[config.mk]
export PLATFORM = sky130hd
export DESIGN_NAME = trn_tx_arbiter
export DESIGN_NICKNAME = d
export VERILOG_FILES = /design/src/rtl/trn_tx_pkg.sv /design/src/rtl/trn_tx_arbiter_rr_arb2.sv /design/src/rtl/trn_tx_arbiter.sv
export SDC_FILE = /design/constraint.sdc
export NUM_CORES = 1
export LEC_CHECK = 0
export CORE_MARGIN = 4
export CORE_UTILIZATION = 39
export DETAILED_ROUTE_END_ITERATION = 7
export PLACE_DENSITY = 0.89
export SLEW_MARGIN = 30
export SYNTH_ARGS = -nofsm -noshare
export SYNTH_HDL_FRONTEND = slang
export SYNTH_SLANG_ARGS = --single-unit
[constraint.sdc]
create_clock -name clk -period 7.9 [get_ports clk]
set_input_delay 1.58 -clock clk [delete_from_list [all_inputs] [get_ports clk]]
set_output_delay 1.58 -clock clk [all_outputs]
set_load 0.01 [all_outputs]
[src/rtl/trn_tx_pkg.sv]
// Shared types and constants for the TRN transmit arbiter.
// Requester 0 is the completion generator, requester 1 the posted-write engine.
package trn_tx_pkg;

    typedef enum logic [1:0] {
        IDLE = 2'd0,
        BUSY = 2'd1,
        DSC  = 2'd2
    } state_t;

    localparam int REQ_CPL     = 0;
    localparam int REQ_PWR     = 1;

    localparam int TBUF_POSTED = 1;
    localparam int TBUF_CPL    = 2;

    localparam logic [7:0] TREM_BOTH  = 8'h00;
    localparam logic [7:0] TREM_UPPER = 8'h0F;

    // Requester rem flag (1 = both DWs) to the core's active-low remainder encoding.
    function automatic logic [7:0] rem_to_trem(input logic rem);
        logic [7:0] trem;
        if (rem) begin
            trem = TREM_BOTH;
        end else begin
            trem = TREM_UPPER;
        end
        return trem;
    endfunction

endpackage

[src/rtl/trn_tx_arbiter_rr_arb2.sv]
// Two-way picker: round-robin against the last owner, or fixed requester 0 when prio is set.
module rr_arb2
    import trn_tx_pkg::*;
(
    input  logic [1:0] i_eligible,
    input  logic       i_rr_last,
    input  logic       i_prio,
    output logic       o_grant,
    output logic       o_valid
);

    // Grant selection; a tie goes to requester 0 under prio, else to the one not served last.
    always_comb begin
        o_grant = 1'(REQ_CPL);
        o_valid = 1'b0;
        case (i_eligible)
            2'b01: begin
                o_grant = 1'(REQ_CPL);
                o_valid = 1'b1;
            end
            2'b10: begin
                o_grant = 1'(REQ_PWR);
                o_valid = 1'b1;
            end
            2'b11: begin
                o_valid = 1'b1;
                if (i_prio) begin
                    o_grant = 1'(REQ_CPL);
                end else begin
                    o_grant = ~i_rr_last;
                end
            end
            default: begin
                o_grant = 1'(REQ_CPL);
                o_valid = 1'b0;
            end
        endcase
    end

endmodule

[src/rtl/trn_tx_arbiter.sv]
// Shares the 64-bit TRN transmit local-link between the completion generator and the
// posted-write engine, switching owners only at TLP boundaries.
module trn_tx_arbiter
    import trn_tx_pkg::*;
#(
    parameter int CPL_PRIORITY = 0,
    parameter int MAX_BEATS    = 32,
    parameter int CNT_W        = 16
) (
    input  logic             clk,
    input  logic             rst,
    input  logic [1:0]       req_valid,
    input  logic [127:0]     req_data,
    input  logic [1:0]       req_sof,
    input  logic [1:0]       req_eof,
    input  logic [1:0]       req_rem,
    output logic [1:0]       req_ready,
    output logic [63:0]      trn_td,
    output logic [7:0]       trn_trem_n,
    output logic             trn_tsof_n,
    output logic             trn_teof_n,
    output logic             trn_tsrc_rdy_n,
    output logic             trn_tsrc_dsc_n,
    input  logic             trn_tdst_rdy_n,
    input  logic [3:0]       trn_tbuf_av,
    output logic [CNT_W-1:0] tlp_cnt0,
    output logic [CNT_W-1:0] tlp_cnt1,
    output logic             err_pulse
);

    localparam int BC_W = $clog2(MAX_BEATS + 1);

    state_t            r_state;
    state_t            w_next_state;
    logic              r_owner;
    logic              r_rr_last;
    logic [BC_W-1:0]   r_beat_cnt;
    logic              r_dsc_sent;
    logic [CNT_W-1:0]  r_tlp_cnt0;
    logic [CNT_W-1:0]  r_tlp_cnt1;
    logic              r_err_pulse;

    logic [1:0]        w_space_ok;
    logic [1:0]        w_eligible;
    logic              w_grant;
    logic              w_grant_vld;
    logic              w_own_valid;
    logic              w_own_sof;
    logic              w_own_eof;
    logic              w_own_rem;
    logic [63:0]       w_own_data;
    logic              w_dst_rdy;
    logic              w_beat;
    logic              w_tlp_done;
    logic              w_err;
    logic              w_unused_tbuf;

    assign w_space_ok    = {trn_tbuf_av[TBUF_POSTED], trn_tbuf_av[TBUF_CPL]};
    assign w_eligible    = req_valid & req_sof & w_space_ok;
    assign w_unused_tbuf = ^{trn_tbuf_av[3], trn_tbuf_av[0]};
    assign w_dst_rdy     = ~trn_tdst_rdy_n;

    assign w_own_valid = req_valid[r_owner];
    assign w_own_sof   = req_sof[r_owner];
    assign w_own_eof   = req_eof[r_owner];
    assign w_own_rem   = req_rem[r_owner];
    assign w_own_data  = r_owner ? req_data[127:64] : req_data[63:0];

    rr_arb2 u_rr_arb2 (
        .i_eligible (w_eligible),
        .i_rr_last  (r_rr_last),
        .i_prio     (CPL_PRIORITY != 0),
        .o_grant    (w_grant),
        .o_valid    (w_grant_vld)
    );

    // Next state, TRN datapath mux and requester handshakes.
    always_comb begin
        w_next_state   = r_state;
        trn_td         = 64'h0;
        trn_trem_n     = TREM_BOTH;
        trn_tsof_n     = 1'b1;
        trn_teof_n     = 1'b1;
        trn_tsrc_rdy_n = 1'b1;
        trn_tsrc_dsc_n = 1'b1;
        req_ready      = 2'b00;
        w_beat         = 1'b0;
        w_tlp_done     = 1'b0;
        w_err          = 1'b0;
        case (r_state)
            IDLE: begin
                // Beats arriving without a preceding sof are swallowed one per cycle.
                req_ready = req_valid & ~req_sof;
                w_err     = |(req_valid & ~req_sof);
                if (w_grant_vld) begin
                    w_next_state = BUSY;
                end else begin
                    w_next_state = IDLE;
                end
            end
            BUSY: begin
                if (w_own_valid && w_own_sof && (r_beat_cnt != {BC_W{1'b0}})) begin
                    w_next_state = DSC;
                    w_err        = 1'b1;
                end else begin
                    trn_td         = w_own_data;
                    trn_trem_n     = rem_to_trem(w_own_rem);
                    trn_tsof_n     = ~w_own_sof;
                    trn_teof_n     = ~w_own_eof;
                    trn_tsrc_rdy_n = ~w_own_valid;
                    req_ready      = r_owner ? {w_dst_rdy, 1'b0} : {1'b0, w_dst_rdy};
                    w_beat         = w_own_valid & w_dst_rdy;
                    if (w_beat && w_own_eof) begin
                        w_next_state = IDLE;
                        w_tlp_done   = 1'b1;
                    end else if (w_beat && (r_beat_cnt == BC_W'(MAX_BEATS - 1))) begin
                        w_next_state = DSC;
                        w_err        = 1'b1;
                    end else begin
                        w_next_state = BUSY;
                    end
                end
            end
            DSC: begin
                if (!r_dsc_sent) begin
                    trn_td         = w_own_data;
                    trn_trem_n     = rem_to_trem(w_own_rem);
                    trn_teof_n     = 1'b0;
                    trn_tsrc_rdy_n = 1'b0;
                    trn_tsrc_dsc_n = 1'b0;
                    req_ready      = r_owner ? {w_dst_rdy, 1'b0} : {1'b0, w_dst_rdy};
                    if (w_dst_rdy && w_own_valid && w_own_eof) begin
                        w_next_state = IDLE;
                    end else begin
                        w_next_state = DSC;
                    end
                end else begin
                    req_ready = r_owner ? 2'b10 : 2'b01;
                    if (w_own_valid && w_own_eof) begin
                        w_next_state = IDLE;
                    end else begin
                        w_next_state = DSC;
                    end
                end
            end
            default: begin
                w_next_state = IDLE;
            end
        endcase
    end

    // State register.
    always_ff @(posedge clk or posedge rst) begin
        if (rst) begin
            r_state <= IDLE;
        end else begin
            r_state <= w_next_state;
        end
    end

    // Owner, fairness pointer, beat count and discontinue bookkeeping.
    always_ff @(posedge clk or posedge rst) begin
        if (rst) begin
            r_owner    <= 1'b0;
            r_rr_last  <= 1'b1;
            r_beat_cnt <= {BC_W{1'b0}};
            r_dsc_sent <= 1'b0;
        end else begin
            if ((r_state == IDLE) && w_grant_vld) begin
                r_owner <= w_grant;
            end
            if (w_tlp_done) begin
                r_rr_last <= r_owner;
            end
            if (r_state != BUSY) begin
                r_beat_cnt <= {BC_W{1'b0}};
            end else if (w_beat) begin
                r_beat_cnt <= r_beat_cnt + BC_W'(1);
            end
            if (r_state != DSC) begin
                r_dsc_sent <= 1'b0;
            end else if (w_dst_rdy) begin
                r_dsc_sent <= 1'b1;
            end
        end
    end

    // Debug TLP counters and error pulse.
    always_ff @(posedge clk or posedge rst) begin
        if (rst) begin
            r_tlp_cnt0  <= {CNT_W{1'b0}};
            r_tlp_cnt1  <= {CNT_W{1'b0}};
            r_err_pulse <= 1'b0;
        end else begin
            if (w_tlp_done && !r_owner) begin
                r_tlp_cnt0 <= r_tlp_cnt0 + CNT_W'(1);
            end
            if (w_tlp_done && r_owner) begin
                r_tlp_cnt1 <= r_tlp_cnt1 + CNT_W'(1);
            end
            r_err_pulse <= w_err;
        end
    end

    assign tlp_cnt0  = r_tlp_cnt0;
    assign tlp_cnt1  = r_tlp_cnt1;
    assign err_pulse = r_err_pulse;

endmodule

==> results of run 1 <==
-- power groups by stage --
stage | registers (mW) | logic (mW) | clock network [mW]
CTS | 0.296 | 1.12 | 0.201
global route | 0.302 | 1.20 | 0.212
finish | 0.296 | 1.12 | 0.201
detailed placement | 0.300 | 1.12 | 0
floorplan | 0.292 | 0.650 | 0
global placement | 0.298 | 1.08 | 0
-- flip-flops by register name, summed over array words and instances, names as in the netlist --
name        flops
err_pulse       1
r_beat_cnt      6
r_dsc_sent      1
r_owner         1
r_rr_last       1
r_state         2
tlp_cnt0       16
tlp_cnt1       16
-- synth_stat cells (2+ instances only) --
master | number | area [um2]
mux2i_1 | 66 | 661
nor2_1 | 55 | 206
dfrtp_1 | 43 | 1080
xnor2_1 | 21 | 184
nor2_4 | 20 | 225
nand2_1 | 16 | 60.1
nand3_1 | 15 | 75.1
xor2_1 | 14 | 123
inv_1 | 11 | 41.3
nand4_1 | 11 | 68.8
and3_1 | 9 | 56.3
buf_4 | 9 | 67.6
and2_1 | 8 | 50.1
ha_1 | 8 | 100
clkbuf_1 | 7 | 26.3
nor3_1 | 7 | 35.0
o21ai_0 | 6 | 30.0
a21oi_1 | 5 | 25.0
nor2b_1 | 5 | 31.3
buf_6 | 4 | 45.0
nand3b_1 | 4 | 30.0
buf_2 | 3 | 15.0
mux2_2 | 3 | 33.8
nand2b_1 | 3 | 18.8
a21boi_0 | 2 | 15.0
and4_1 | 2 | 17.5
buf_8 | 2 | 30.0
o31ai_1 | 2 | 15.0
-- metal layers --
layer  global-route usage [%]  part of all wire, %
met5                        0                    0
met1                     28.3                   39
met4                     3.51                  1.3
met2                     44.1                   51
met3                     9.00                  8.9
-- area by class of cell --
cell class                      count  area (um2)
Tap cell                          108         135
Inverter                           11        41.3
Timing Repair Buffer              254        2550
Fill cell                         675        2600
Sequential cell                    44        1110
Clock buffer                        5        68.8
Multi-Input combinational cell    303        2290
Clock inverter                      2        60.1
Antenna cell                        1        2.50
-- per-stage QoR --
stage / utilization (%) / hold WS [ns] / cells / cell area (um2)
2_1_floorplan: - / 0.504 / 384 / 3610
3_3_place_gp: 68.8 / 0.457 / 719 / 6090
3_5_place_dp: 69.1 / 0.488 / 720 / 6120
4_1_cts: 70.6 / 0.502 / 727 / 6250
5_1_grt: 70.6 / 0.507 / 728 / 6250
6_report: 70.6 / 0.497 / 728 / 6250
-- kinds of logic (layout without fill, tap and decap cells) --
family	Yosys count	in the layout	synth area share [%]
simple gates	165	165	27.9
other cells	1	5	0.104
xor+xnor	35	35	8.52
fa+ha+maj	8	8	2.78
buf+inv	37	272	6.36
flops	44	44	30.6
mux	69	69	19.3
compound gates	22	22	4.45
-- worst paths after layout --
path / depth (start not counted) / slack (ns) / end
hold reg to reg: 1 / 0.50 / tlp_cnt0[5]
max in group asynchronous: 3 / 5.75 / r_owner
setup / recovery: 9 / 1.79 / trn_td[39]
min in group asynchronous: 3 / 1.72 / tlp_cnt1[13]
setup reg to reg: 7 / 5.10 / tlp_cnt1[5]
hold / removal: 1 / 0.50 / tlp_cnt0[5]
==> impl_metrics.toml, run 1 <==
[pwr]
p_sw_share_pct = 40.7
finalPower_mw = 1.62
seqPwrFrac_pct = 18.3
worst_ir_drop_vdd_mv = 0.205
switchingPower_uw = 658
pwr_density_cell_nw_per_um2 = 258
p_int_uw = 958
p_clk_share_pct = 12.5
power.leakage_nw = 2.67
power.share.combinational_pct = 69.2

[cts]
hold_buffers = 0
cts_resized = 0
h-tree-depth = 2
numCtsBuffers = 5
clock-sinks = 44
cts_tree = "done"
cts_root_buf = "clkbuf_8"
post_cts_buffers = 0
ctsLongestPathBuffers = 2
insertion_delay_ns = 0.29
cts.clk_slew.worst_paths_ns = 0.08

[critical_path]
critPathLaunch = "req_sof[0]"
slowest_stage = "clkdlybuf4s50_1"
worst_path_most_repeated_cell = "clkdlybuf4s50_1"
reg2reg_from = "r_beat_cnt[0]"
worst-path-buf-inv = 4
cp_cell_sequence = "clkdlybuf4s50_1, nand3b_1, o2bb2ai_2, and2_1, o21ai_4, buf_16, buf_4, nor2_1, clkdlybuf4s50_1"
end_kind = "output pin"
crit_family = "buffers and inverters"
critPathMaxStageDelay_ns = 0.56
cp.required_ns = 6.32
cp-start-kind = "input pin"
arrival_ns = 4.53
crit_type = "input pin to output pin"
cp_max_fo = 19

[flow_run]
drv_cap = 0

[timing]
tightest_slew_ns = 0.786
setup_viol = 0
worst_slack_ns = 1.79
hold_violations = 0
skew_ns = 0.00837
finalSetupTns_ns = 0
drv_slew = 0
rsz0062_at_grt = "no"
finalCritPeriodShare_pct = 77.4
fmax_ghz = 0.164
timing.slew.headroom_pct = 47.6
period_needed_ns = 6.11

[layout]
final_common_cell = "clkdlybuf4s50_1"
layout_common_cells = "clkdlybuf4s50_1 (247), mux2i_1 (66), nor2_1 (55)"
area_growth_pct = 73.6
nets = 770
final_layout_size_suffix_gt1_share_pct = 8.08

[floorplan]
die_w_um = 104
die_area_um2 = 10800
core_um2 = 8850
die_h_um = 104
initial_core_util_pct = 40.7
io_pins = 254
fp-row-count = 34

[drt]
drcViolationCount = 0
vias = 3624
drt_first_pass_iters = 4
ant_nets = 0
dr.first_iter.drc_count = 117
wl_per_cell_um = 19.1
vias_per_cell = 4.98
wirelength_mm = 13.9

[global_route]
grt_usage_pct = 24.5
grt_pass1_vias = 3740
overflow = 0
grt_max_degree = 69
antenna_found_initial = 1
grt_pass1_wl_mm = 21.0

[synth]
syn_inst = 381
synth-edff-count = 0
synth_area_um2 = 3600
avgSynthCellArea_um2 = 9.44
yosysSeqAreaShare_pct = 30.6
synthArstFlopShare_pct = 100
yosys_warnings = 0
ys.flop_type = "dfrtp_1"
synthDistinctLibCells = 48
ys_ff_latch = 44

[min_path]
hp-start = "tlp_cnt0[5]"
holdCritPathClass = "flop to flop"

[status]
status = "finished clean"

[placed_design]
place_congestion = 0.962
place_ws_ns = 1.81
port_buffers = 247
hpwl_mm = 11.8
Power figures use the tool's default switching activity.
==> inputs of run 2 (changes only) <==
--- a/config.mk
+++ b/config.mk
@@ -6,9 +6,9 @@
 export NUM_CORES = 1
 export LEC_CHECK = 0
 export CORE_MARGIN = 4
-export CORE_UTILIZATION = 39
+export CORE_UTILIZATION = 32
 export DETAILED_ROUTE_END_ITERATION = 7
-export PLACE_DENSITY = 0.89
+export PLACE_DENSITY = 0.78
 export SLEW_MARGIN = 30
 export SYNTH_ARGS = -nofsm -noshare
 export SYNTH_HDL_FRONTEND = slang
==> constraint.sdc (replaced) <==
create_clock -name clk -period 4.9 [get_ports clk]
set_input_delay 0.98 -clock clk [delete_from_list [all_inputs] [get_ports clk]]
set_output_delay 0.98 -clock clk [all_outputs]
set_load 0.01 [all_outputs]
==> run 2 against run 1 <==
- global-route usage is 6.5 points lower
- critical endpoint is now trn_trem_n[1]
- die area is 20% higher
- sequential share of layout area is 0.11 points lower
- worst hold slack worse by 0.031 ns
- register-to-register slack worse by 2.7 ns
- core utilization is 13 points lower
- cell count is 4.3% higher
- routed wire length is 12% lower
- combinational power is 55% higher
- via count is 1.1% lower
- total power is 58% higher
==> impl_metrics.toml, run 2 (same netlist as run 1, synthesis figures left out) <==
[status]
status = "finished clean"

[pwr]
power.share.combinational_pct = 68.5
pwr_density_cell_nw_per_um2 = 405
power.leakage_nw = 2.66
p_clk_share_pct = 13.0
worst_ir_drop_vdd_mv = 0.389
p_int_mw = 1.53
p_sw_share_pct = 39.9
seqPwrFrac_pct = 18.5
switchingPower_mw = 1.01

[timing]
timing.hold.ws_ns = 0.466
fmax_ghz = 0.237
period_needed_ns = 4.23
hold_violations = 0
setup_viol = 0
tightest_slew_ns = 0.839
finalCritPeriodShare_pct = 86.3
timing.slew.headroom_pct = 44.1
drv_slew = 0
rsz0062_at_grt = "no"
finalSetupTns_ns = 0
skew_ns = 0.00381

[placed_design]
port_buffers = 247
dp.cells = 751
place_area_um2 = 6140
place_congestion = 0.817
hpwl_mm = 10.2

[layout]
final_common_cell = "clkdlybuf4s50_1"
final_layout_size_suffix_gt1_share_pct = 7.75
nets = 769
layout_common_cells = "clkdlybuf4s50_1 (247), mux2i_1 (66), nor2_1 (55)"
stdcell_count = 759
num-fill-cells = 971
area_growth_pct = 74.8
design_area_um2 = 6290
antenna_cells = 0
fin_util_pct = 57.5

[critical_path]
end_kind = "output pin"
cp.required_ns = 3.92
cp-start-kind = "input pin"
crit_type = "input pin to output pin"
cp_max_fo = 25
arrival_ns = 3.25

[cts]
numCtsBuffers = 5
post_cts_buffers = 0
cts_tree = "done"
hold_buffers = 0
cts_resized = 0
clock-sinks = 44
h-tree-depth = 2
cts.clk_slew.worst_paths_ns = 0.06
insertion_delay_ns = 0.28
ctsLongestPathBuffers = 2
cts_root_buf = "clkbuf_16"

[flow_run]
drv_cap = 0

[drt]
vias_per_cell = 4.72
dr.first_iter.drc_count = 163
drt_first_pass_iters = 4
wirelength_mm = 12.3
ant_nets = 0
vias = 3584
drcViolationCount = 0
wl_per_cell_um = 16.2

[floorplan]
die_w_um = 114
die_area_um2 = 13000
fp-row-count = 38
die_h_um = 114
core_um2 = 10900
io_pins = 254
initial_core_util_pct = 32.9

[min_path]
holdCritPathClass = "flop to flop"

[global_route]
grt_max_degree = 74
grt_pass1_wl_mm = 18.9
antenna_found_initial = 0
grt_usage_pct = 18.0
overflow = 0
grt_pass1_vias = 3689
## run 2: through the flow
stage | setup slack (ns) | total power, mW
after CTS | 0.663 | 2.58
after global placement | 0.680 | 2.22
after floorplan | 1.68 | 1.52
after detailed placement | 0.672 | 2.24
after global routing | 0.517 | 2.71
final | 0.672 | 2.55
## run 2: layout make-up
class | count | area, um2 | share of cell area (%)
clock buffer | 8 | 146 | 2.33
inverter | 11 | 41.3 | 0.657
multi-input combinational | 303 | 2290 | 36.4
sequential | 44 | 1110 | 17.6
tap | 140 | 175 | 2.79
timing repair buffer | 253 | 2530 | 40.3
## run 2: power groups by stage
stage          clock network, mW  registers [mW]  logic, mW
2_1_floorplan                  0           0.471       1.05
3_3_place_gp                   0           0.472       1.75
3_5_place_dp                   0           0.476       1.76
4_1_cts                    0.340           0.469       1.77
5_1_grt                    0.355           0.481       1.88
6_report                   0.330           0.471       1.74
## run 2: worst max-delay path, cell delays in order
cell and delay, ns:
clkdlybuf4s50_1 0.51, nand3_1 0.19, o2bb2ai_2 0.13, and2_1 0.21, o21ai_4 0.09, buf_4 0.22, a211oi_2 0.31, clkdlybuf4s50_1 0.60
## run 2: layer usage
layer  part of all wire (%)  track usage [%]  vias up
met2                     51             31.3      149
met3                    9.4             6.53        8
li1                       -                -     1764
met4                   0.68             2.38        0
met1                     39             22.0     1663
met5                      0                0        -
## run 2: final timing paths
check                      cells past startpoint       endpoint    startpoint  slack, ns
min reg2reg                                    1   tlp_cnt0[15]  tlp_cnt0[15]       0.47
min                                            1   tlp_cnt0[15]  tlp_cnt0[15]       0.47
max                                            8  trn_trem_n[1]    req_sof[1]       0.67
max reg2reg                                    6   tlp_cnt1[15]       r_owner       2.41
max in group asynchronous                      3        r_owner           rst       3.34
min in group asynchronous                      3   tlp_cnt1[15]           rst       1.13
==> inputs of run 3 (changes only) <==
--- a/config.mk
+++ b/config.mk
@@ -6,9 +6,9 @@
 export NUM_CORES = 1
 export LEC_CHECK = 0
 export CORE_MARGIN = 4
-export CORE_UTILIZATION = 32
+export CORE_UTILIZATION = 30
 export DETAILED_ROUTE_END_ITERATION = 7
-export PLACE_DENSITY = 0.78
+export PLACE_DENSITY = 0.74
 export SLEW_MARGIN = 30
 export SYNTH_ARGS = -nofsm -noshare
 export SYNTH_HDL_FRONTEND = slang
==> run 3 against run 2 <==
- worst setup slack worse by 0.25 ns
- critical path depth unchanged
- die area grew 6.2%
- largest power group unchanged
- highest routed layer unchanged
==> impl_metrics.toml, run 3 (same netlist as run 1, synthesis figures left out) <==
[drt]
vias = 3590
drcViolationCount = 0
ant_nets = 0
drt_first_pass_iters = 5
wirelength_mm = 12.6
vias_per_cell = 4.72
wl_per_cell_um = 16.6
dr.first_iter.drc_count = 126

[pwr]
switchingPower_mw = 1.04
pwr_density_cell_nw_per_um2 = 406
p_int_mw = 1.51
p_sw_share_pct = 40.7
power.share.combinational_pct = 67.5
power.leakage_nw = 2.66
seqPwrFrac_pct = 19.3
finalPower_mw = 2.55
p_clk_share_pct = 13.2
worst_ir_drop_vdd_mv = 0.265

[flow_run]
drv_cap = 0

[layout]
nets = 767
fin_util_pct = 54.3
final_common_cell = "clkdlybuf4s50_1"
layout_common_cells = "clkdlybuf4s50_1 (247), mux2i_1 (66), nor2_1 (55)"
stdcell_count = 760
area_growth_pct = 74.5
final_layout_size_suffix_gt1_share_pct = 7.78
antenna_cells = 0

[timing]
rsz0062_at_grt = "no"
setup_viol = 0
skew_ns = 0.00385
fmax_ghz = 0.223
drv_slew = 0
tightest_slew_ns = 0.719
worst_slack_ns = 0.424
timing.slew.headroom_pct = 52.0
finalCritPeriodShare_pct = 91.3
finalSetupTns_ns = 0
period_needed_ns = 4.48
hold_violations = 0

[critical_path]
critPathLaunch = "req_sof[1]"
cp_max_fo = 65
arrival_ns = 3.50
cp.required_ns = 3.92
crit_type = "input pin to output pin"
reg2reg_from = "r_owner"
cp-start-kind = "input pin"
end_kind = "output pin"

[floorplan]
die_area_um2 = 13800
core_um2 = 11600
die_w_um = 118
initial_core_util_pct = 31.1
die_h_um = 118
io_pins = 254
fp-row-count = 39

[placed_design]
dp.cells = 752
place_ws_ns = 0.408
place_congestion = 0.830
port_buffers = 247
hpwl_mm = 10.3

[cts]
hold_buffers = 0
clock-sinks = 44
numCtsBuffers = 5
cts_root_buf = "clkbuf_16"
cts_tree = "done"
ctsLongestPathBuffers = 2
h-tree-depth = 2
insertion_delay_ns = 0.29
post_cts_buffers = 0
cts.clk_slew.worst_paths_ns = 0.06
cts_resized = 0

[status]
status = "finished clean"

[min_path]
holdCritPathClass = "flop to flop"
hp-start = "tlp_cnt1[15]"

[global_route]
overflow = 0
grt_max_degree = 66
grt_pass1_vias = 3657
grt_pass1_wl_mm = 20.2
grt_usage_pct = 17.8
antenna_found_initial = 0
-- run 3: per-layer routing --
metal	wire (um)	vias up	GRT usage (%)	share of wire, %
met2	6210	155	30.6	49
met5	0	-	0	0
li1	-	1760	-	-
met1	5070	1657	21.3	40
met3	1090	18	6.63	8.7
met4	219	0	3.52	1.7
-- run 3: power groups by stage --
| stage | Clock (mW) | Sequential [mW] | Combinational (mW) |
|---|---|---|---|
| 2_1_floorplan | 0 | 0.471 | 1.05 |
| 3_3_place_gp | 0 | 0.493 | 1.72 |
| 3_5_place_dp | 0 | 0.499 | 1.74 |
| 4_1_cts | 0.343 | 0.492 | 1.74 |
| 5_1_grt | 0.361 | 0.505 | 1.85 |
| 6_report | 0.336 | 0.492 | 1.72 |
-- run 3: area by class of cell --
cell class	count	area, um2
fill	1058	5290
inverter	11	41.3
clock buffer	6	139
multi-input combinational	303	2290
tap	143	179
sequential	44	1110
timing repair buffer	251	2520
clock inverter	2	10.0
-- run 3: critical path, cell delays in order --
cell,delay [ns]
clkdlybuf4s50_1,0.51
nand3_1,0.19
o2bb2ai_2,0.13
and2_1,0.38
o21ai_4,0.11
buf_12,0.22
a211oi_2,0.34
clkdlybuf4s50_1,0.60
-- run 3: path summary, 6_finish.rpt --
path	cells after the start	endpoint	slack, ns
worst min register to register	1	tlp_cnt1[15]	0.47
worst min-delay path	1	tlp_cnt1[15]	0.47
worst max register to register	6	tlp_cnt1[12]	2.39
min in group asynchronous	3	tlp_cnt1[15]	1.14
worst max-delay path	8	trn_trem_n[1]	0.42
max in group asynchronous	3	r_owner	3.32
-- run 3: per-stage QoR --
step	instance area, um2	hold WS, ns
after floorplan	3610	0.504
after global placement	6130	0.463
after detailed placement	6130	0.469
after CTS	6280	0.477
after global routing	6280	0.499
final	6280	0.468
==> patch 1, RTL diff (flow settings as in run 2) <==
`MAX_BEATS`: 32 -> 16.
--- a/src/rtl/trn_tx_arbiter.sv
+++ b/src/rtl/trn_tx_arbiter.sv
@@ -6,3 +6,3 @@
     parameter int CPL_PRIORITY = 0,
-    parameter int MAX_BEATS    = 32,
+    parameter int MAX_BEATS    = 16,
     parameter int CNT_W        = 16
Behaviour: same outputs for any inputs over 10 cycles, from zero or initial values and one cycle with rst high; that may be too few to reach the edited logic, so the function may still have changed.
==> patch 1 against run 2 <==
- wire length rose by 10%
- critical path depth shrank 2
- sequential share of layout area increased by 0.13 points
- die area is 4.2% lower
- cell area is 3.0% lower
- first-iteration DRC count fell by 2.5%
- largest cell class unchanged
- total power decreased by 2.0%
- non-clock buffer count grew 1
- sequential cell count shrank 1
- via count rose by 3.9%
- worst setup slack got worse by 15 ps
- synthesized area fell by 4.5%
==> patch 1: results (changes against run 2) <==
| Metric | Value |
|---|---|
| Worst ir drop on vdd | `0.174 mV (was 0.389 mV)` |
| Worst-skew pair later-pin latency | `300 ps (was 280 ps)` |
| Total vias in the final route | `3,724 (was 3,584)` |
| Wirelength per Cell | `18.0 um (was 16.2 um)` |
| Top cells by area in the synthesized netlist | `sky130_fd_sc_hd__dfrtp_1, sky130_fd_sc_hd__mux2i_1, sky130_fd_sc_hd__nor2_1 (was sky130_fd_sc_hd__dfrtp_1, sky130_fd_sc_hd__mux2i_1, sky130_fd_sc_hd__nor2_4)` |
| Worst setup skew after layout | `7.66 ps (was 3.81 ps)` |
| Via count of the first global-routing pass | `3,756 (was 3,689)` |
| Crit Reg-Reg Endpoint | `tlp_cnt1[13] (was tlp_cnt1[15])` |
| Top cell types by occurrence after synthesis | `sky130_fd_sc_hd__nor2_1, sky130_fd_sc_hd__mux2i_1, sky130_fd_sc_hd__dfrtp_1 (was sky130_fd_sc_hd__mux2i_1, sky130_fd_sc_hd__nor2_1, sky130_fd_sc_hd__dfrtp_1)` |
| Post-DP HPWL | `11,500 um (was 10,200 um)` |
| Total number of nets in the final design | `766 (was 769)` |
| Hold path startpoint | `tlp_cnt1[15] (was tlp_cnt0[15])` |
| Arrival time worst endpoint | `3260 ps (was 3250 ps)` |
| Largest net degree at the start of global routing | `42 (was 74)` |
| Final worst path period share | `86.6% (was 86.3%)` |
| Mapped Avg Cell Area | `9.12 um2 (was 9.44 um2)` |
| Final instance area | `6100 um2 (was 6290 um2)` |
| Fill cell total of the finished layout | `897 (was 971)` |
| Routability congestion estimate from global placement | `0.894 (was 0.817)` |
| Total placed cells including tap cells | `743 (was 751)` |
| Maximum cell stage delay along the critical path | `630 ps (was 600 ps)` |
| Global Route Usage Sum | `20.7% (was 18.0%)` |
| Outcome | `finished, final reports clean (unchanged)` |
| Cell at the root of the clock tree | `sky130_fd_sc_hd__clkbuf_8 (was sky130_fd_sc_hd__clkbuf_16)` |
| Violation count after the first detailed-routing iteration | `159 (was 163)` |
| Placement Setup Slack | `648 ps (was 672 ps)` |
[patch 1: cell count changes after synthesis, moves of 3 or more]
cell | run 2 | this run
sky130_fd_sc_hd__a31oi_1 | 0 | 3
sky130_fd_sc_hd__and2_1 | 8 | 1
sky130_fd_sc_hd__nand2_1 | 16 | 19
sky130_fd_sc_hd__nor2_1 | 55 | 70
sky130_fd_sc_hd__nor2_4 | 20 | 0
sky130_fd_sc_hd__xor2_1 | 14 | 10
[patch 1: cell families (layout without fill, tap and decap cells)]
kind of cell	count (synthesis)	count (layout)	share of synthesized area, %
flops	43	43	31.3
other cells	1	4	0.109
simple gates	159	159	24.4
fa+ha+maj	9	9	3.28
xor+xnor	31	31	7.90
compound gates	26	26	5.72
buf+inv	37	272	6.41
mux	71	71	20.8
[patch 1: per-layer routing]
| metal | up-vias | routed length [um] | track usage, % |
|---|---|---|---|
| met2 | 163 | 6980 | 37.6 |
| li1 | 1789 | - | - |
| met3 | 20 | 970 | 4.51 |
| met4 | 0 | 386 | 6.65 |
| met5 | - | 0 | 0 |
| met1 | 1752 | 5190 | 24.2 |
[patch 1: worst max path at each step]
stage,startpoint,end,cells past startpoint
detailed placement,req_sof[1],trn_trem_n[2],6
finish,req_sof[1],trn_trem_n[2],6
global placement,req_sof[1],trn_td[18],7
CTS,req_sof[1],trn_trem_n[2],6
global route,req_valid[0],trn_trem_n[2],6
floorplan,req_valid[1],trn_trem_n[1],6
[patch 1: cell type report]
type / instances / area share [%]
clock inverter: 3 / 0.718
multi-input combinational: 300 / 35.4
inverter: 10 / 0.615
clock buffer: 5 / 1.13
sequential: 43 / 17.7
tap: 136 / 2.79
timing repair buffer: 254 / 41.6
[patch 1: metrics by stage]
step | hold WS (ps) | total power [mW]
floorplan | 494 | 1.43
finish | 476 | 2.49
global placement | 456 | 2.21
CTS | 479 | 2.53
detailed placement | 461 | 2.24
global route | 490 | 2.65
[patch 1: report_power, final]
part | switching, mW | internal, mW
clock | 0.128 | 0.152
sequential | 0.125 | 0.406
combinational | 0.803 | 0.880
total | 1.06 | 1.44
[patch 1: critical path: cells and delay by family]
| family | cells | cell delay [ps] |
|---|---|---|
| compound gates | 3 | 810 |
| buf+inv | 2 | 1070 |
| mux | 1 | 390 |
==> patch 2, RTL diff (settings of run 2) <==
Made on the original files. One comparison of `r_beat_cnt` changes from == to >=.
--- a/src/rtl/trn_tx_arbiter.sv
+++ b/src/rtl/trn_tx_arbiter.sv
@@ -115,3 +115,3 @@
                         w_tlp_done   = 1'b1;
-                    end else if (w_beat && (r_beat_cnt == BC_W'(MAX_BEATS - 1))) begin
+                    end else if (w_beat && (r_beat_cnt >= BC_W'(MAX_BEATS - 1))) begin
                         w_next_state = DSC;
Behaviour: no difference found for any inputs over 10 cycles, from zero or initial values and one cycle with rst high; that may be too few to reach the edited logic, so the function may still have changed.
==> patch 2 against run 2 <==
- synthesized area down 7.3%
- worst setup slack worse by 82 ps
- first-iteration DRC count up 9.2%
- maximum frequency down 1.9%
- non-clock buffer count down 1
- register-to-register slack worse by 330 ps
- sequential cell count unchanged
- total power down 8.9%
- wire length up 0.50%
- count of clock-buffer cells in the layout down 2
- via count down 1.7%
- cell area down 5.0%
- die area down 6.8%
- critical path type unchanged
- highest routed layer unchanged
==> patch 2: results (changes against run 2) <==
| Metric | Value |
|---|---|
| Outcome | `finished, final reports clean (unchanged)` |
| Max transition margin | `54.2% (was 44.1%)` |
| Fraction of the mapped netlist area in compound gates | `4.46% (was 4.45%)` |
| Maximum fanout encountered on the critical timing path | `6 (was 25)` |
| Worst-skew pair later-pin latency | `300 ps (was 280 ps)` |
| Top cell types by occurrence after synthesis | `sky130_fd_sc_hd__nor2_1, sky130_fd_sc_hd__mux2i_1, sky130_fd_sc_hd__dfrtp_1 (was sky130_fd_sc_hd__mux2i_1, sky130_fd_sc_hd__nor2_1, sky130_fd_sc_hd__dfrtp_1)` |
| Post-DP HPWL | `10,200 um (about the same)` |
| Arrival time worst endpoint | `3330 ps (was 3250 ps)` |
| Total number of nets in the final design | `757 (was 769)` |
| Crit Reg-Reg Endpoint | `tlp_cnt1[13] (was tlp_cnt1[15])` |
| R2R Setup Slk | `2080 ps (was 2410 ps)` |
| Worst setup skew after layout | `17.9 ps (was 3.81 ps)` |
| Clk slew on worst S/H paths | `80 ps (was 60 ps)` |
| DR vias/cell | `4.75 (was 4.72)` |
| Worst ir drop on vdd | `0.233 mV (was 0.389 mV)` |
| Share of synthesized area spent on multiplexers | `20.8% (was 19.3%)` |
| Mapped Avg Cell Area | `9.06 um2 (was 9.44 um2)` |
| First-pass GRT wire length | `17,900 um (was 18,900 um)` |
| Violation count after the first detailed-routing iteration | `178 (was 163)` |
| Layout cell share with drive strength beyond 1 | `3.96% (was 7.75%)` |
| Wirelength per Cell | `16.6 um (was 16.2 um)` |
| Synth Area in Adders | `3.00% (was 2.78%)` |
| Top cells by area in the synthesized netlist | `sky130_fd_sc_hd__dfrtp_1, sky130_fd_sc_hd__mux2i_1, sky130_fd_sc_hd__nor2_1 (was sky130_fd_sc_hd__dfrtp_1, sky130_fd_sc_hd__mux2i_1, sky130_fd_sc_hd__nor2_4)` |
| Standby leakage power | `2.53 nW (was 2.66 nW)` |
| Global Route Usage Sum | `18.9% (was 18.0%)` |
| Maximum cell stage delay along the critical path | `710 ps (was 600 ps)` |
| Number of distinct library cells after synthesis | `43 (was 48)` |
| Largest net degree at the start of global routing | `46 (was 74)` |
| Cell at the root of the clock tree | `sky130_fd_sc_hd__clkbuf_8 (was sky130_fd_sc_hd__clkbuf_16)` |
| Fraction of the yosys area taken by sequential cells | `33.0% (was 30.6%)` |
## patch 2: cell type report
class / instances / area [um2]
Multi-Input combinational cell: 296 / 2060
Clock buffer: 6 / 72.6
Clock inverter: 1 / 30.0
Tap cell: 136 / 170
Timing Repair Buffer: 252 / 2510
Inverter: 7 / 26.3
Sequential cell: 44 / 1110
Fill cell: 895 / 4260
## patch 2: through the flow
step           hold WS [ps]  cell area, um2  total power [mW]  setup WS (ps)
6_report                481            5980              2.32            590
5_1_grt                 501            5980              2.48            490
4_1_cts                 482            5980              2.34            602
3_5_place_dp            468            5870              2.06            633
3_3_place_gp            461            5870              2.04            651
2_1_floorplan           480            3350              1.35           1470
## patch 2: logic make-up after synthesis
family / after synthesis
adders and majority gates: 8
AOI/OAI and AO/OA: 20
muxes: 69
DFF: 44
xor gates and xnor gates: 35
other: 1
and+or+nand+nor: 160
buffers and inverters: 31
## patch 2: worst max path at each step
stage / startpoint / endpoint / cells past startpoint
6_report: req_valid[1] / trn_trem_n[0] / 7
2_1_floorplan: req_valid[0] / trn_trem_n[1] / 8
5_1_grt: req_valid[1] / trn_trem_n[0] / 7
3_3_place_gp: req_valid[1] / trn_trem_n[0] / 7
4_1_cts: req_valid[1] / trn_trem_n[0] / 7
3_5_place_dp: req_valid[1] / trn_trem_n[0] / 7
## patch 2: layer usage
layer,vias up,GRT usage (%),part of all wire [%]
met2,150,33.3,52
met4,0,4.13,1.3
met1,1627,22.6,39
li1,1734,-,-
met5,-,0,0
met3,12,5.94,8.6
## patch 2: power breakdown
part           leakage (nW)  internal [mW]  switching [mW]  total, mW
sequential            0.598          0.412           0.102      0.514
combinational          1.88          0.837           0.702       1.54
clock                0.0513          0.149           0.115      0.265
total                  2.53           1.40           0.919       2.32
